==> src/rtl/input_debouncer_if.sv <==
// Signal bundle between the raw board inputs, software-visible status and the debouncer.
// The debouncer takes the slave side; whoever drives raw/clr takes the master side.
interface input_debouncer_if #(
    parameter int WIDTH = 20
);
    logic [WIDTH-1:0] raw;
    logic             clr;
    logic [WIDTH-1:0] stable;
    logic [WIDTH-1:0] rise;
    logic [WIDTH-1:0] fall;
    logic             changed;
    logic             tick;

    modport master (
        output raw,
        output clr,
        input  stable,
        input  rise,
        input  fall,
        input  changed,
        input  tick
    );

    modport slave (
        input  raw,
        input  clr,
        output stable,
        output rise,
        output fall,
        output changed,
        output tick
    );
endinterface

==> src/rtl/input_debouncer.sv <==
// Two-flop synchronizer plus per-bit stable-count filter for buttons and switches.
// Produces debounced levels, one-cycle edge pulses and a sticky software-clearable change flag.
module input_debouncer #(
    parameter int               WIDTH      = 20,
    parameter int               TICK_DIV   = 250000,
    parameter int               STABLE_CNT = 4,
    parameter logic [WIDTH-1:0] RESET_VAL  = '0
) (
    input  logic              clk,
    input  logic              reset,
    input_debouncer_if.slave  bus
);
    localparam int               CNT_W    = $clog2(STABLE_CNT + 1);
    localparam int               PRE_W    = (TICK_DIV > 1) ? $clog2(TICK_DIV) : 1;
    localparam logic [PRE_W-1:0] PRE_LAST = PRE_W'(TICK_DIV - 1);
    localparam logic [CNT_W-1:0] CNT_LAST = CNT_W'(STABLE_CNT - 1);

    logic [WIDTH-1:0] r_sync_meta;
    logic [WIDTH-1:0] r_sync;
    logic [PRE_W-1:0] r_pre;
    logic [CNT_W-1:0] r_cnt [WIDTH];
    logic [WIDTH-1:0] r_stable;
    logic [WIDTH-1:0] r_rise;
    logic [WIDTH-1:0] r_fall;
    logic             r_changed;

    logic             w_tick;
    logic [CNT_W-1:0] w_cnt_nxt [WIDTH];
    logic [WIDTH-1:0] w_accept;

    // With TICK_DIV == 1 the prescaler stays at 0 == PRE_LAST, so the tick is permanently high.
    assign w_tick = (r_pre == PRE_LAST);

    // Two-flop synchronizer on every raw input bit.
    always_ff @(posedge clk or posedge reset) begin
        if (reset) begin
            r_sync_meta <= '0;
            r_sync      <= '0;
        end else begin
            r_sync_meta <= bus.raw;
            r_sync      <= r_sync_meta;
        end
    end

    // Sample-tick prescaler counting 0..TICK_DIV-1.
    always_ff @(posedge clk or posedge reset) begin
        if (reset) begin
            r_pre <= '0;
        end else if (w_tick) begin
            r_pre <= '0;
        end else begin
            r_pre <= r_pre + PRE_W'(1);
        end
    end

    // Per-bit next-count and acceptance decision; a single matching sample restarts the count.
    always_comb begin
        w_accept = '0;
        for (int i = 0; i < WIDTH; i++) begin
            w_cnt_nxt[i] = r_cnt[i];
            if (w_tick) begin
                if (r_sync[i] == r_stable[i]) begin
                    w_cnt_nxt[i] = '0;
                end else if (r_cnt[i] == CNT_LAST) begin
                    w_cnt_nxt[i] = '0;
                    w_accept[i]  = 1'b1;
                end else begin
                    w_cnt_nxt[i] = r_cnt[i] + CNT_W'(1);
                end
            end else begin
                w_cnt_nxt[i] = r_cnt[i];
            end
        end
    end

    // Filter state, debounced level and the one-cycle edge pulses.
    always_ff @(posedge clk or posedge reset) begin
        if (reset) begin
            r_cnt    <= '{default: '0};
            r_stable <= RESET_VAL;
            r_rise   <= '0;
            r_fall   <= '0;
        end else begin
            r_cnt    <= w_cnt_nxt;
            r_stable <= r_stable ^ w_accept;
            r_rise   <= w_accept & r_sync;
            r_fall   <= w_accept & ~r_sync;
        end
    end

    // Sticky change flag; a flip on the same edge as clr keeps the flag set.
    always_ff @(posedge clk or posedge reset) begin
        if (reset) begin
            r_changed <= 1'b0;
        end else if (|w_accept) begin
            r_changed <= 1'b1;
        end else if (bus.clr) begin
            r_changed <= 1'b0;
        end else begin
            r_changed <= r_changed;
        end
    end

    assign bus.stable  = r_stable;
    assign bus.rise    = r_rise;
    assign bus.fall    = r_fall;
    assign bus.changed = r_changed;
    assign bus.tick    = w_tick;
endmodule

==> src/flat_wrapper.sv <==
// flat-port wrapper written by rule: the top's interface ports become plain ports
module input_debouncer_flat 
#(
    parameter int               WIDTH      = 20,
    parameter int               TICK_DIV   = 250000,
    parameter int               STABLE_CNT = 4,
    parameter logic [WIDTH-1:0] RESET_VAL  = '0
)
  (clk, reset, bus_raw, bus_clr, bus_stable, bus_rise, bus_fall, bus_changed, bus_tick);
  input_debouncer_if #(.WIDTH(WIDTH)) bus_i ();
  input  logic clk;
  input  logic reset;
  input wire logic [$bits(bus_i.raw)-1:0] bus_raw;
  input wire logic [$bits(bus_i.clr)-1:0] bus_clr;
  output wire logic [$bits(bus_i.stable)-1:0] bus_stable;
  output wire logic [$bits(bus_i.rise)-1:0] bus_rise;
  output wire logic [$bits(bus_i.fall)-1:0] bus_fall;
  output wire logic [$bits(bus_i.changed)-1:0] bus_changed;
  output wire logic [$bits(bus_i.tick)-1:0] bus_tick;
  assign bus_i.raw = bus_raw;
  assign bus_i.clr = bus_clr;
  assign bus_stable = bus_i.stable;
  assign bus_rise = bus_i.rise;
  assign bus_fall = bus_i.fall;
  assign bus_changed = bus_i.changed;
  assign bus_tick = bus_i.tick;
  input_debouncer #(.WIDTH(WIDTH), .TICK_DIV(TICK_DIV), .STABLE_CNT(STABLE_CNT), .RESET_VAL(RESET_VAL)) u_core (.clk(clk), .reset(reset), .bus(bus_i));
endmodule
==> config.mk <==
export PLATFORM = sky130hd
export DESIGN_NAME = input_debouncer_flat
export DESIGN_NICKNAME = d
export VERILOG_FILES = /design/src/rtl/input_debouncer_if.sv /design/src/rtl/input_debouncer.sv /design/src/flat_wrapper.sv
export SDC_FILE = /design/constraint.sdc
export NUM_CORES = 1
export LEC_CHECK = 0
export CORE_ASPECT_RATIO = 0.6
export CORE_MARGIN = 2
export CORE_UTILIZATION = 35
export DETAILED_ROUTE_END_ITERATION = 8
export DONT_BUFFER_PORTS = 1
export HOLD_SLACK_MARGIN = 0.05
export PLACE_DENSITY = 0.54
export SETUP_SLACK_MARGIN = 0.02
export SYNTH_ARGS = -nofsm -noshare
export SYNTH_HDL_FRONTEND = slang
export SYNTH_SLANG_ARGS = --single-unit
==> constraint.sdc <==
create_clock -name clk -period 20 [get_ports clk]
set_input_delay 5 -clock clk [delete_from_list [all_inputs] [get_ports clk]]
set_output_delay 5 -clock clk [all_outputs]
set_load 0.1 [all_outputs]
# After elaboration in Yosys (flattened, before gate mapping)
# Cells that the tools add are included.
# word_totals
out_inout_bits	62
reg_bits	179
input_bits	23
word_cells	198
# classes
n_addsub	21
eq_ne	41
reduce_logical	2
muxes	103
bitwise_logic	4
# ops
operator	n
2-to-1 mux 3 bit	40
2-to-1 mux 1 bit	62
adder 3 x 1 -> 3 bit, second input constant	20
equality test 3 x 2 -> 1 bit, second input constant	20
AND 20 bit	2
equality test 1 bit	20
inverter 20 bit	1
OR reduction 20 bit	1
bitwise XOR 20 bit	1
adder 18 x 1 -> 18 bit, second input constant	1
equality test 18 bit, second input constant	1
2-to-1 mux 18 bit	1
nonzero test 2 bit	1

# Depth between registers and ports, before layout
# depth
depth_word	6
mapped_depth	9

# Worst setup path after synthesis
# No wires, ideal clock.
# synth_timing
kind	register to output
from	register u_core.r_pre[4]
to	output port bus_tick
t_arrival_ps	2116
path_buffers	2
setup_slack_ps	12884
path_stages_with_launch	6
cell_sequence	dfrtp_1 -> or4_1 -> or4_1 -> buf_2 -> inv_1 -> buf_2
# synth_between
elab_chain_len	1
# synth_lines
element	line_no	source
start, declared	input_debouncer.sv:20	logic [PRE_W-1:0] r_pre;
start signal, assigned	input_debouncer.sv:52	r_pre <= r_pre + PRE_W'(1);
equality test 18 bit	input_debouncer.sv:32	assign w_tick = (r_pre == PRE_LAST);
end, declared	flat_wrapper.sv:19	output wire logic [$bits(bus_i.tick)-1:0] bus_tick;
# No other way between the ends.

# Final worst setup path
# Ends and elaborated chain as after synthesis.

==> impl_results.md <==
- RSZ-0062 raised after global routing: false
- Die area: 21,600 um2
- First drt pass iteration count: 4
- Placed Area: 7410 um2
- Die extent in x: 188 um
- Fill count: 1,892
- Core region area: 20,000 um2
- Worst min path class: register to register
- Hpwl dp: 8450 um
- CTS Hold Bufs: 0
- DRC: 0
- Slew Viols, Final: 0
- CTS tree: done
- RePlAce Congestion: 0.734
- H-tree lvl count: 4
- CP required: 15.00 ns
- Postcts setup bufs: 0
- Worst setup SP type: register
- Leak Pwr: 4.00 nW
- Vias/cell: 4.88
- CP peak stage delay: 0.71 ns
- Worst-path clk slew: 0.06 ns
- Cell variety after synth: 32
- Nets: 626
- Vias: 4,233
- Syn Std Cell Area: 7140 um2
- Starting density of the core: 35.7%
- Final TNS setup: 0 ns
- TritonCTS Buffers: 17
- Power per Cell Area: 88.3 nW/um2
- Pint: 549 uW
- Crit path time final: 7.95 ns
- Max Root-Sink Buffers: 2
- Status: completed
- Clk_skew: 0.0102 ns
- Sw frac: 22.1%
- Clock latency on the worst-skew pair: 0.43 ns
- WL per Instance: 14.8 um
- Crit end category: output pin
- Commonest non-fill, non-tap cell in the layout: dfrtp_1
- Root buf cell: clkbuf_16
- CP cell instances: or4_1 > or4_4 > inv_2 > buf_4
- Multi-input logic area: 2480 um2
- Seq. cell area: 4480 um2
- Initial antenna violation count: 0
- Crit Path Class: register to output pin
- Proportion of layout cells with a drive suffix above 1: 11.4%
- Fmax: 0.126 GHz
- Least-Margin Pin Slew: 1.01 ns
- Final core occ: 39.9%
- Final setup fails: 0
- CP max FO: 36
- Register area share after synthesis: 62.7%
- Commonest cells after routing, fill and taps aside: dfrtp_1, nor2_1, nand2_1, xnor2_1
- Vias in the first global route: 4,393
- Num ports: 85
- Tcrit/Tclk final: 39.7%
- Logic pwr share: 1.9%
- Post-DRT Antenna Nets: 0
- Final Hold Viols: 0
- Syn. warnings: 0
- Slowest cell on the critical path: or4_4
- Row count: 40
- Setup WS pre-CTS: 12.47 ns
- Synthesized instance count: 577
- Layout area overhead: 11.8%
- Sequential share of power: 52.2%
- DR iter-0 viols: 220
- Slew headroom: 32.8%
- Data arrival, critical path: 2.95 ns
- P_sw: 156 uW
- Final WL: 12,900 um
- PostCTS Resize Cnt: 0
- Largest net degree at the start of global routing: 110
- Global-route wire length before repair: 22,100 um
- Avg Inst Size Synth: 12.4 um2
- Global-route usage over all layers: 13.1%
- Buf/Inv on CP: 2
- Peak supply drop: 0.0581 mV
- CTS Sinks: 179
- Post-Syn Nets: 621
- Crit path max-delay family: simple AND/OR/NAND/NOR gates
- IO Port Bufs: 0
- Grt ovf: 0
- Die Span Y: 115 um
- Final Cell Area: 7990 um2
- Worst Slack Setup Final: 12.05 ns
- Power share of the clock group: 45.9%
- Antenna Cells: 0
- Max Cap Viol: 0
- Seq cells post-synth: 179
## worst reg2reg max path, delay by kind of cell (launching register included)
kind                   cells  cell delay [ns]
flip-flops                 1             0.44
multiplexers               1             0.32
AND/OR/NAND/NOR            3             1.47
buffers and inverters      2             0.80
## synth_stat cells
cell type | number | area [um2]
nor2b_1 | 4 | 25.0
xnor2_1 | 26 | 228
mux2_2 | 18 | 203
o32ai_1 | 1 | 8.76
a21o_1 | 18 | 135
buf_6 | 4 | 45.0
and2_1 | 1 | 6.26
or4_1 | 3 | 22.5
ha_1 | 21 | 263
clkbuf_1 | 4 | 15.0
o41ai_1 | 1 | 8.76
o22ai_1 | 7 | 43.8
o21a_1 | 20 | 150
inv_1 | 22 | 82.6
nand2b_1 | 21 | 131
and3_1 | 20 | 125
nor4b_1 | 2 | 17.5
nor3_1 | 6 | 30.0
o21ai_0 | 8 | 40.0
nor4b_2 | 12 | 180
o221ai_1 | 1 | 8.76
nand3_1 | 10 | 50.1
buf_2 | 9 | 45.0
nand2_1 | 50 | 188
nand4_1 | 4 | 25.0
dfrtp_1 | 179 | 4480
nor2_1 | 54 | 203
nor3b_1 | 4 | 30.0
xor2_1 | 10 | 87.6
nor4_1 | 21 | 131
nand3b_1 | 4 | 30.0
nand4b_1 | 12 | 105
## routing by layer
| metal | global-route usage (%) | vias to the layer above | wire [um] |
|---|---|---|---|
| met5 | 0 | - | 0 |
| met4 | 3.91 | 0 | 120 |
| met3 | 4.90 | 10 | 736 |
| met2 | 20.2 | 79 | 5720 |
| met1 | 17.2 | 2138 | 6280 |
| li1 | - | 2006 | - |
## worst paths after layout
path                                       start                    end  slack (ns)  cells past startpoint
hold reg to reg            u_core.r_sync_meta[2]       u_core.r_sync[2]        0.35                      0
max in group asynchronous                  reset       u_core.r_pre[11]       13.86                      2
setup / recovery                 u_core.r_pre[4]               bus_tick       12.05                      4
min in group asynchronous                  reset  u_core.r_sync_meta[0]        4.66                      1
setup reg to reg                 u_core.r_pre[4]   u_core.bus.stable[8]       16.86                      6
hold / removal             u_core.r_sync_meta[2]       u_core.r_sync[2]        0.35                      0
## state kept, by name (all words and copies together), names as in the netlist
signal / count
u_core.r_sync: 20
u_core.bus.fall: 20
u_core.r_pre: 18
u_core.bus.rise: 20
u_core.bus.changed: 1
u_core.r_sync_meta: 20
u_core.bus.stable: 20
u_core.r_cnt: 60
## kinds of logic (layout without fill, tap and decap cells)
family,count (synthesis),after routing,synth area share [%]
simple gates,228,228,18.2
flops,179,179,62.7
compound gates,56,56,5.54
buf+inv,39,57,2.63
xor+xnor,36,36,4.41
fa+ha+maj,21,21,3.68
mux,18,18,2.84
## area by class of cell
type | count | share of cell area [%]
sequential | 179 | 56.1
multi-input combinational | 359 | 31.0
clock buffer | 19 | 5.67
tap | 273 | 4.28
clock inverter | 13 | 1.57
inverter | 22 | 1.10
timing repair buffer | 3 | 0.282
## metrics by stage
stage               power [mW]  hold WS (ns)  std cells
finish                   0.705         0.349        868
global route             0.738         0.361        868
CTS                      0.717         0.350        868
detailed placement       0.390         0.335        836
global placement         0.389         0.333        836
floorplan                0.385         0.331        577
## power groups by stage
| stage | clock [mW] | combinational (mW) | sequential [mW] |
|---|---|---|---|
| after global routing | 0.353 | 0.0162 | 0.369 |
| after floorplan | 0 | 0.0106 | 0.375 |
| after detailed placement | 0 | 0.0143 | 0.375 |
| final | 0.323 | 0.0136 | 0.368 |
| after global placement | 0 | 0.0138 | 0.375 |
| after CTS | 0.335 | 0.0144 | 0.368 |
Note: power is estimated with default switching activity, not from simulation.
